### src/rtl/md_pkg.sv
// md_pkg: shared types and helpers for the RV32M multiply/divide sequencer.
// Holds the funct3 operation enum, FSM state enum and signedness helpers.
package md_pkg;

    typedef enum logic [2:0] {
        OP_MUL    = 3'b000,
        OP_MULH   = 3'b001,
        OP_MULHSU = 3'b010,
        OP_MULHU  = 3'b011,
        OP_DIV    = 3'b100,
        OP_DIVU   = 3'b101,
        OP_REM    = 3'b110,
        OP_REMU   = 3'b111
    } md_op_t;

    typedef enum logic [1:0] {
        IDLE = 2'd0,
        CALC = 2'd1,
        FIX  = 2'd2,
        DONE = 2'd3
    } md_state_t;

    function automatic logic is_div(md_op_t op);
        return op inside {OP_DIV, OP_DIVU, OP_REM, OP_REMU};
    endfunction

    function automatic logic is_signed_a(md_op_t op);
        return op inside {OP_MUL, OP_MULH, OP_MULHSU, OP_DIV, OP_REM};
    endfunction

    function automatic logic is_signed_b(md_op_t op);
        return op inside {OP_MUL, OP_MULH, OP_DIV, OP_REM};
    endfunction

endpackage

### src/rtl/md_sequencer_if.sv
// md_sequencer_if: execute-stage <-> M-unit bundle.
// master = pipeline (start/op/op_a/op_b/flush), slave = sequencer (stall/busy/done/result).
interface md_sequencer_if #(
    parameter int DATA_WIDTH = 32
);
    logic                  start;
    logic [2:0]            op;
    logic [DATA_WIDTH-1:0] op_a;
    logic [DATA_WIDTH-1:0] op_b;
    logic                  flush;
    logic                  stall;
    logic                  busy;
    logic                  done;
    logic [DATA_WIDTH-1:0] result;

    modport master (
        output start, op, op_a, op_b, flush,
        input  stall, busy, done, result
    );

    modport slave (
        input  start, op, op_a, op_b, flush,
        output stall, busy, done, result
    );
endinterface

### src/rtl/md_step.sv
// md_step: one combinational radix-2 step (shift-add multiply or restoring divide).
// Ports: i_acc/i_operand/i_bit/i_div in; o_acc (next accumulator), o_qbit (quotient bit) out.
module md_step #(
    parameter int DATA_WIDTH = 32
) (
    input  logic [2*DATA_WIDTH-1:0] i_acc,
    input  logic [DATA_WIDTH-1:0]   i_operand,
    input  logic                    i_bit,
    input  logic                    i_div,
    output logic [2*DATA_WIDTH-1:0] o_acc,
    output logic                    o_qbit
);
    localparam int W = DATA_WIDTH;

    logic [W-1:0] w_addend;
    logic [W:0]   w_sum;
    logic [W:0]   w_rem;
    logic [W:0]   w_diff;

    always_comb begin
        w_addend = i_bit ? i_operand : '0;
        w_sum    = {1'b0, i_acc[2*W-1:W]} + {1'b0, w_addend};
        // divide: shift the next dividend bit into the partial remainder
        w_rem    = {i_acc[W-1:0], i_bit};
        w_diff   = w_rem - {1'b0, i_operand};
        o_qbit   = 1'b0;
        o_acc    = '0;
        if (i_div) begin
            // quotient slot (bit W) is left clear; the caller merges o_qbit
            o_qbit = ~w_diff[W];
            o_acc  = {i_acc[2*W-2:W], 1'b0,
                      (o_qbit ? w_diff[W-1:0] : w_rem[W-1:0])};
        end else begin
            o_acc  = {w_sum, i_acc[W-1:1]};
        end
    end
endmodule

### src/rtl/md_sequencer.sv
// md_sequencer: multi-cycle RV32M mul/div/rem unit; holds the pipeline via stall.
// Ports: clk, rst_n (sync, active-low), bus (md_sequencer_if.slave). Option: MD_EARLY_OUT_EN.
module md_sequencer
    import md_pkg::*;
#(
    parameter int DATA_WIDTH = 32
) (
    input  logic           clk,
    input  logic           rst_n,
    md_sequencer_if.slave  bus
);
    localparam int W  = DATA_WIDTH;
    localparam int CW = $clog2(W);
    localparam logic [CW-1:0] LAST = CW'(W-1);

    md_state_t      r_state, w_next;
    md_op_t         r_op, w_op;
    logic [W-1:0]   r_a, r_b, r_result;
    logic [2*W-1:0] r_acc;
    logic [CW-1:0]  r_cnt;
    logic           r_sa, r_sb, r_bz;

    logic           w_go, w_sa, w_sb, w_skip, w_div, w_bit, w_qbit;
    logic [W-1:0]   w_mag_a, w_mag_b, w_fix, w_q, w_r, w_a_raw;
    logic [2*W-1:0] w_step_acc, w_acc_next, w_prod;

    assign w_op    = md_op_t'(bus.op);
    assign w_go    = bus.start & ~bus.flush;
    assign w_sa    = is_signed_a(w_op) & bus.op_a[W-1];
    assign w_sb    = is_signed_b(w_op) & bus.op_b[W-1];
    assign w_mag_a = w_sa ? -bus.op_a : bus.op_a;
    assign w_mag_b = w_sb ? -bus.op_b : bus.op_b;

`ifdef MD_EARLY_OUT_EN
    assign w_skip = (bus.op_b == '0) |
                    ((bus.op_a == '0) & ~is_div(w_op));
`else
    assign w_skip = 1'b0;
`endif

    // multiply walks op_b LSB-first; divide walks op_a MSB-first
    assign w_div = is_div(r_op);
    assign w_bit = w_div ? r_a[LAST - r_cnt] : r_b[r_cnt];

    md_step #(
        .DATA_WIDTH (W)
    ) u_step (
        .i_acc     (r_acc),
        .i_operand (w_div ? r_b : r_a),
        .i_bit     (w_bit),
        .i_div     (w_div),
        .o_acc     (w_step_acc),
        .o_qbit    (w_qbit)
    );

    assign w_acc_next = {w_step_acc[2*W-1:W+1],
                         w_step_acc[W] | w_qbit,
                         w_step_acc[W-1:0]};

    always_comb begin
        w_prod  = (r_sa ^ r_sb) ? -r_acc : r_acc;
        w_q     = (r_sa ^ r_sb) ? -r_acc[2*W-1:W] : r_acc[2*W-1:W];
        w_r     = r_sa ? -r_acc[W-1:0] : r_acc[W-1:0];
        w_a_raw = r_sa ? -r_a : r_a;
        w_fix   = '0;
        unique case (r_op)
            OP_MUL:                       w_fix = w_prod[W-1:0];
            OP_MULH, OP_MULHSU, OP_MULHU: w_fix = w_prod[2*W-1:W];
            OP_DIV, OP_DIVU:              w_fix = r_bz ? '1 : w_q;
            OP_REM, OP_REMU:              w_fix = r_bz ? w_a_raw : w_r;
            default:                      w_fix = '0;
        endcase
    end

    always_comb begin
        w_next = r_state;
        unique case (r_state)
            IDLE: if (w_go) w_next = w_skip ? FIX : CALC;
            CALC: if (r_cnt == LAST) w_next = FIX;
            FIX:  w_next = DONE;
            DONE: w_next = IDLE;
            default: w_next = IDLE;
        endcase
        if (bus.flush) w_next = IDLE;
    end

    always_ff @(posedge clk) begin
        if (!rst_n) begin
            r_state  <= IDLE;
            r_op     <= OP_MUL;
            r_a      <= '0;
            r_b      <= '0;
            r_sa     <= 1'b0;
            r_sb     <= 1'b0;
            r_bz     <= 1'b0;
            r_acc    <= '0;
            r_cnt    <= '0;
            r_result <= '0;
        end else begin
            r_state <= w_next;
            if (r_state == IDLE && w_go) begin
                r_op  <= w_op;
                r_a   <= w_mag_a;
                r_b   <= w_mag_b;
                r_sa  <= w_sa;
                r_sb  <= w_sb;
                r_bz  <= (bus.op_b == '0);
                r_acc <= '0;
                r_cnt <= '0;
            end
            if (r_state == CALC) begin
                r_acc <= w_acc_next;
                r_cnt <= r_cnt + CW'(1);
            end
            if (r_state == FIX && !bus.flush) begin
                r_result <= w_fix;
            end
        end
    end

    assign bus.stall  = (r_state == IDLE && w_go) ||
                        ((r_state == CALC || r_state == FIX) && !bus.flush);
    assign bus.busy   = (r_state != IDLE);
    assign bus.done   = (r_state == DONE);
    assign bus.result = r_result;
endmodule

### src/flat_wrapper.sv
// flat-port wrapper written by rule: the top's interface ports become plain ports
module md_sequencer_flat import md_pkg::*;
#(
    parameter int DATA_WIDTH = 32
)
  (clk, rst_n, bus_start, bus_op, bus_op_a, bus_op_b, bus_flush, bus_stall, bus_busy, bus_done, bus_result);
  md_sequencer_if #(.DATA_WIDTH(DATA_WIDTH)) bus_i ();
  input  logic clk;
  input  logic rst_n;
  input wire logic [$bits(bus_i.start)-1:0] bus_start;
  input wire logic [$bits(bus_i.op)-1:0] bus_op;
  input wire logic [$bits(bus_i.op_a)-1:0] bus_op_a;
  input wire logic [$bits(bus_i.op_b)-1:0] bus_op_b;
  input wire logic [$bits(bus_i.flush)-1:0] bus_flush;
  output wire logic [$bits(bus_i.stall)-1:0] bus_stall;
  output wire logic [$bits(bus_i.busy)-1:0] bus_busy;
  output wire logic [$bits(bus_i.done)-1:0] bus_done;
  output wire logic [$bits(bus_i.result)-1:0] bus_result;
  assign bus_i.start = bus_start;
  assign bus_i.op = bus_op;
  assign bus_i.op_a = bus_op_a;
  assign bus_i.op_b = bus_op_b;
  assign bus_i.flush = bus_flush;
  assign bus_stall = bus_i.stall;
  assign bus_busy = bus_i.busy;
  assign bus_done = bus_i.done;
  assign bus_result = bus_i.result;
  md_sequencer #(.DATA_WIDTH(DATA_WIDTH)) u_core (.clk(clk), .rst_n(rst_n), .bus(bus_i));
endmodule
### config.mk
export PLATFORM = sky130hd
export DESIGN_NAME = md_sequencer_flat
export DESIGN_NICKNAME = d
export VERILOG_FILES = /design/src/rtl/md_pkg.sv /design/src/rtl/md_sequencer_if.sv /design/src/rtl/md_step.sv /design/src/rtl/md_sequencer.sv /design/src/flat_wrapper.sv
export SDC_FILE = /design/constraint.sdc
export NUM_CORES = 1
export LEC_CHECK = 0
export CAP_MARGIN = 25
export CORE_AREA = 2 2 170 172
export DETAILED_ROUTE_END_ITERATION = 8
export DIE_AREA = 0 0 172 174
export GPL_ROUTABILITY_DRIVEN = 0
export PLACE_DENSITY = 0.8
export SLEW_MARGIN = 20
export SYNTH_ARGS = -nofsm -noshare
export SYNTH_HDL_FRONTEND = slang
export SYNTH_SLANG_ARGS = --single-unit
export TNS_END_PERCENT = 20
### constraint.sdc
create_clock -name clk -period 7.6 [get_ports clk]
set_input_delay 1.52 -clock clk [delete_from_list [all_inputs] [get_ports clk]]
set_output_delay 1.52 -clock clk [all_outputs]
set_load 0.01 [all_outputs]
# Word-level counts from Yosys, hierarchy flattened
# Index checks and enable logic that the tools add are counted.
[word_totals]
ff_bits = 173
input_bits = 71
output_inout_bits = 35
word_cells = 93
[classes]
n_addsub = 10
order_cmp = 2
n_eq_ne = 17
mux = 26
bitwise_logic = 8
n_reduce_logical = 20
[op_table]
columns = ["op", "n"]
rows = [
  ["$mux 32", 10],
  ["$mux 64", 4],
  ["$neg 32->32", 5],
  ["$pmux 32 s4", 1],
  ["$neg 64->64", 1],
  ["$add 32x32->33", 1],
  ["$sub 33x32->33", 1],
  ["$logic_not 32->1", 1],
  ["$eq 3x3->1 const B", 6],
  ["$lt 5x6->1 const B", 2],
  ["$bmux 1 s5", 2],
  ["$mux 5", 2],
  ["$eq 3x2->1 const B", 3],
  ["$pmux 2 s4", 1],
  ["$reduce_bool 4->1", 2],
  ["$eq 3x1->1 const B", 2],
  ["$logic_not 3->1", 2],
  ["$reduce_or 2->1", 3],
  ["$add 5x1->5 const B", 1],
  ["$eq 5x5->1 const B", 1],
  ["$reduce_bool 5->1", 1],
  ["$sub 5x5->5 const A", 1],
  ["$eq 2x2->1 const B", 2],
  ["$mux 1", 4],
  ["14 further kinds", 24],
]

# Logic depth before layout (Yosys ltp)
[logic_depth]
ltp_word = 9
mapped_depth = 22
ltp_nobuf = 19

# Hierarchy
# A second synthesis with hierarchy kept.
[unflattened]
hier_cells = 2455
hier_area_um2 = 17740.8
[by_module_without_submodules]
columns = ["mod", "n_inst", "cells_each", "area_each_um2", "seq_area_each_um2"]
rows = [
  ["md_sequencer", 1, 1738, 13045.0, 3463.3],
  ["md_step", 1, 717, 4695.8, 0.0],
]

# Least setup slack after synthesis
# Ideal clock, no wire load.
[synth_path]
path_kind = "reg-to-reg"
start = "register u_core.r_cnt[0]"
end = "register u_core.r_acc[6]"
setup_time_ns = 0.129
arrival_time_ns = 5.926
t_required_ns = 7.471
setup_slack_ns = 1.545
path_stages_with_launch = 22
path_buffers = 4
period_less_slack_ns = 6.055
path_cell_list = "dfxtp_1 buf_2 clkbuf_1 mux4_2 mux4_2 mux2i_1 nor2_1 a21oi_1 clkbuf_1 ha_1 inv_1 fa_1 a211oi_1 o211ai_1 a221oi_1 o21ai_0 a31oi_1 o21ai_0 xor2_1 buf_2 mux2i_1 o21ai_0"
[synth_between]
elab_chain_len = 8
elab_cells_between_ends = 10
cone_classes = "2 x add/sub; 8 x mux"
[synth_lines]
columns = ["element", "line", "rtl"]
rows = [
  ["from (decl)", "md_sequencer.sv:20", "logic [CW-1:0] r_cnt;"],
  ["from (signal assigned)", "md_sequencer.sv:113", "r_cnt <= r_cnt + CW'(1);"],
  ["$sub 5x5->5", "md_sequencer.sv:43", "assign w_bit = w_div ? r_a[LAST - r_cnt] : r_b[r_cnt];"],
  ["$bmux 1 s5", "md_sequencer.sv:43", ""],
  ["$mux 1 (not written as such)", "md_sequencer.sv:43", ""],
  ["$mux 1 *", "md_sequencer.sv:43", ""],
  ["$sub 33x32->33 *", "md_step.sv:25", "w_diff = w_rem - {1'b0, i_operand};"],
  ["$mux 32 *", "md_step.sv:32", "(o_qbit ? w_diff[W-1:0] : w_rem[W-1:0])};"],
  ["$mux 64 *", "md_step.sv:28", "if (i_div) begin"],
  ["$mux 64 *", "md_sequencer.sv:111", "if (r_state == CALC) begin"],
  ["to (signal assigned)", "md_sequencer.sv:112", "r_acc <= w_acc_next;"],
  ["to (decl)", "md_sequencer.sv:19", "logic [2*W-1:0] r_acc;"],
]
# Every way passes the cells marked *; elsewhere a longest branch is shown, timed or not. The select of a mux whose other input is x is not followed.
# A chain may end at the register's enable or synchronous reset.

# Worst setup path in the final report
[layout_path]
start = "register u_core.r_cnt[0]"
end = "register u_core.r_acc[17]"
# The elaborated chain is that of the path after synthesis.

==> run metrics <==
max-cap violations 0; drt first pass iters 9; layout net count 2328; worst setup path end u_core.r_acc[17]; first-pass GRT wire length 91.2 mm; R2R setup slack 1.20 ns; depth of the CTS H-tree 4; synth-to-layout area growth 9.89%; Synth cell types 83; DRC 24; RSZ-0062 raised after global routing no; dpl hpwl 43.5 mm; Worst R2R Start u_core.r_cnt[0]; failing checks DRC; Tot Pwr 0.00249 W; diode count 0; area of the core 28200 sq um; maximum clock rate 0.156 GHz; initial antenna violation count 0; Die ar. 29900 sq um; maximum fanout along the worst path 24; CTS tree built; type of the worst setup path flip-flop to flip-flop; setup tns final 0 ns; Max VDD drop 0.157 mV; Async S/R FF share, synth 0; IO Pins 106; Avg Cell Area, Syn 7.47 sq um; static leakage 7.08 nW; clock sinks 173; hold_buf cts 0; Vias/cell 7.02; initial core utilization 0.587; final WL 59.2 mm; cell area after synthesis 16600 sq um; Cell Rows 62; syn nets 2368; DRT antenna net count 0; Reg2Reg Depth 18; drt wl/cell 23.0 um; pwr/cell area 137 nW/um^2; sequential share of the synthesized area 0.209; CP endpoint kind flip-flop; Bufs on Longest Clock Path 2; via count 18087; CTS Buf Count 17; Slew Viols, Final 0; Max transition margin 0.283; Seq cells post-synth 173; setup repair bufs after CTS 0; grt total ovfl 0; root buffer cell clkbuf_16; Ys Warns 0; GRT Total Usage 0.389; setup clock skew after layout 0.0129 ns; Final period util 0.843; status complete, but fails checks; Fin. Hold Viols 0; CP Launch Point u_core.r_cnt[0]; worst reg2reg path endpoint u_core.r_acc[17]; pin count of the biggest net entering global routing 80; vias in the first global route 16636; Critical Path RT 7.89 ns; pre-CTS WS 1.34 ns; worst-margin pin slew 1.07 ns; Post-synth EDFFs 0; Crit path arrival time 6.69 ns; IO buf count 105; 1st-iter DRT viols 2919; Synth Instances 2219; Clk Latency, worst-skew pair 0.45 ns; share of layout cells above drive strength 1 0.0552; Die Height 174 um; CP startpoint kind flip-flop; fin crit period 6.40 ns; Main synth FF type dfxtp_1; post-route setup slack 1.20 ns; final setup fails 0; Clock transition at path regs 0.07 ns; chip width 172 um; PostCTS Resize Cnt 0; Hold Crit Class flip-flop to flip-flop
==> cells in the mapped netlist (26+ instances only) <==
master	count	share of area
clkbuf_1	169	0.038
o21ai_0	207	0.062
a21oi_1	159	0.048
nand3_1	44	0.013
xnor2_1	115	0.061
o211a_1	31	0.019
ha_1	76	0.057
dfxtp_1	173	0.21
xor2_1	106	0.056
nor3_1	49	0.015
mux2i_1	60	0.036
a211oi_1	43	0.019
inv_1	37	0.0084
or3_1	32	0.012
and2_1	26	0.0098
nor2_1	189	0.043
a22oi_1	35	0.016
nand2_1	217	0.049
o31ai_1	30	0.014
a31oi_1	27	0.010
==> power by group <==
group / leakage, nW / internal, W / total [W] / switching, W
registers: 1.41 / 0.000935 / 0.000994 / 0.0000588
clock network: 0.286 / 0.000467 / 0.000890 / 0.000423
logic: 5.39 / 0.000236 / 0.000607 / 0.000371
==> kinds of logic after synthesis <==
family          count (synthesis)  share of synthesized area
xor+xnor                      221                      0.117
fa+ha+maj                      78                     0.0598
compound gates                729                      0.288
flops                         173                      0.209
mux                            87                     0.0709
simple gates                  701                      0.202
buf+inv                       230                     0.0537
==> registers in the layout, indices dropped and copies added (netlist names), 2 cells and up <==
signal / count
u_core.r_a: 32
u_core.bus.result: 32
u_core.r_b: 32
u_core.r_state: 2
u_core.r_cnt: 5
u_core.r_op: 3
u_core.r_acc: 64
==> final cells by class <==
class,instances,area [sq um]
inverter,38,143
clock buffer,21,482
fill,2476,10000
timing repair buffer,133,1260
clock inverter,11,98.8
sequential,173,3470
tap,384,480
multi-input combinational,1816,12300
==> critical path, stage by stage, from the launching register on <==
cell and delay (ns):
dfxtp_1 0.64, buf_4 0.32, mux4_2 0.52, mux4_2 0.51, mux2_2 0.30, a21oi_2 0.18, ha_1 0.18, inv_1 0.06
fa_1 0.42, a211oi_1 0.29, o211ai_1 0.14, a221oi_1 0.53, o21ai_0 0.42, a31oi_1 0.40, o21ai_0 0.19, xor2_2 0.29
buf_4 0.45, mux2i_1 0.26, o21ai_0 0.12
==> worst min path at each step <==
stage	start	to	slack, ns	cells after the start
after global routing	u_core.bus.result[0]	u_core.bus.result[0]	0.52	1
final	u_core.bus.result[5]	u_core.bus.result[5]	0.49	2
after detailed placement	u_core.r_b[0]	u_core.r_b[0]	0.48	2
after CTS	u_core.bus.result[5]	u_core.bus.result[5]	0.49	2
after global placement	u_core.bus.result[5]	u_core.bus.result[5]	0.47	2
after floorplan	u_core.r_b[0]	u_core.r_b[0]	0.45	2
==> metal layers <==
metal | track usage | part of all wire | vias up
met4 | 0.185 | 0.059 | 0
met5 | 0 | 0 | -
met3 | 0.105 | 0.15 | 301
met1 | 0.516 | 0.38 | 8289
met2 | 0.584 | 0.42 | 1427
li1 | - | - | 8070
==> cells in the final DEF, fill, tap and decap left out, drive strengths merged, types with 10 or more instances in the layout <==
cell | netlist | layout
o21a | 10 | 10
xnor2 | 115 | 115
ha | 76 | 76
inv | 37 | 43
nor4 | 24 | 24
a211oi | 43 | 43
clkbuf | 170 | 21
a21o | 23 | 23
a221o | 11 | 11
nand3 | 44 | 44
o22ai | 14 | 14
or4 | 19 | 19
nand2 | 217 | 217
nor3 | 49 | 49
o41ai | 13 | 13
buf | 22 | 28
xor2 | 106 | 106
mux2i | 60 | 60
and2 | 27 | 27
o211ai | 16 | 16
a22oi | 35 | 35
o31ai | 30 | 30
a22o | 11 | 11
o211a | 31 | 31
or3 | 33 | 33
a21boi | 11 | 11
nor2b | 23 | 23
a21oi | 159 | 159
nor2 | 189 | 189
and3 | 12 | 12
a31oi | 27 | 27
nand2b | 24 | 24
o21ai | 212 | 212
a221oi | 11 | 11
mux4 | 24 | 24
clkdlybuf4s50 | 0 | 104
dfxtp | 173 | 173
==> metrics by stage <==
step | cells | utilization | instance area (sq um) | hold slack (ns)
finish | 2576 | 0.645 | 18200 | 0.487
global placement | 2543 | 0.624 | 17600 | 0.469
detailed placement | 2543 | 0.624 | 17600 | 0.480
CTS | 2575 | 0.645 | 18200 | 0.490
floorplan | 2219 | - | 16600 | 0.454
global route | 2576 | 0.645 | 18200 | 0.519
(Power assumes the default switching activity.)
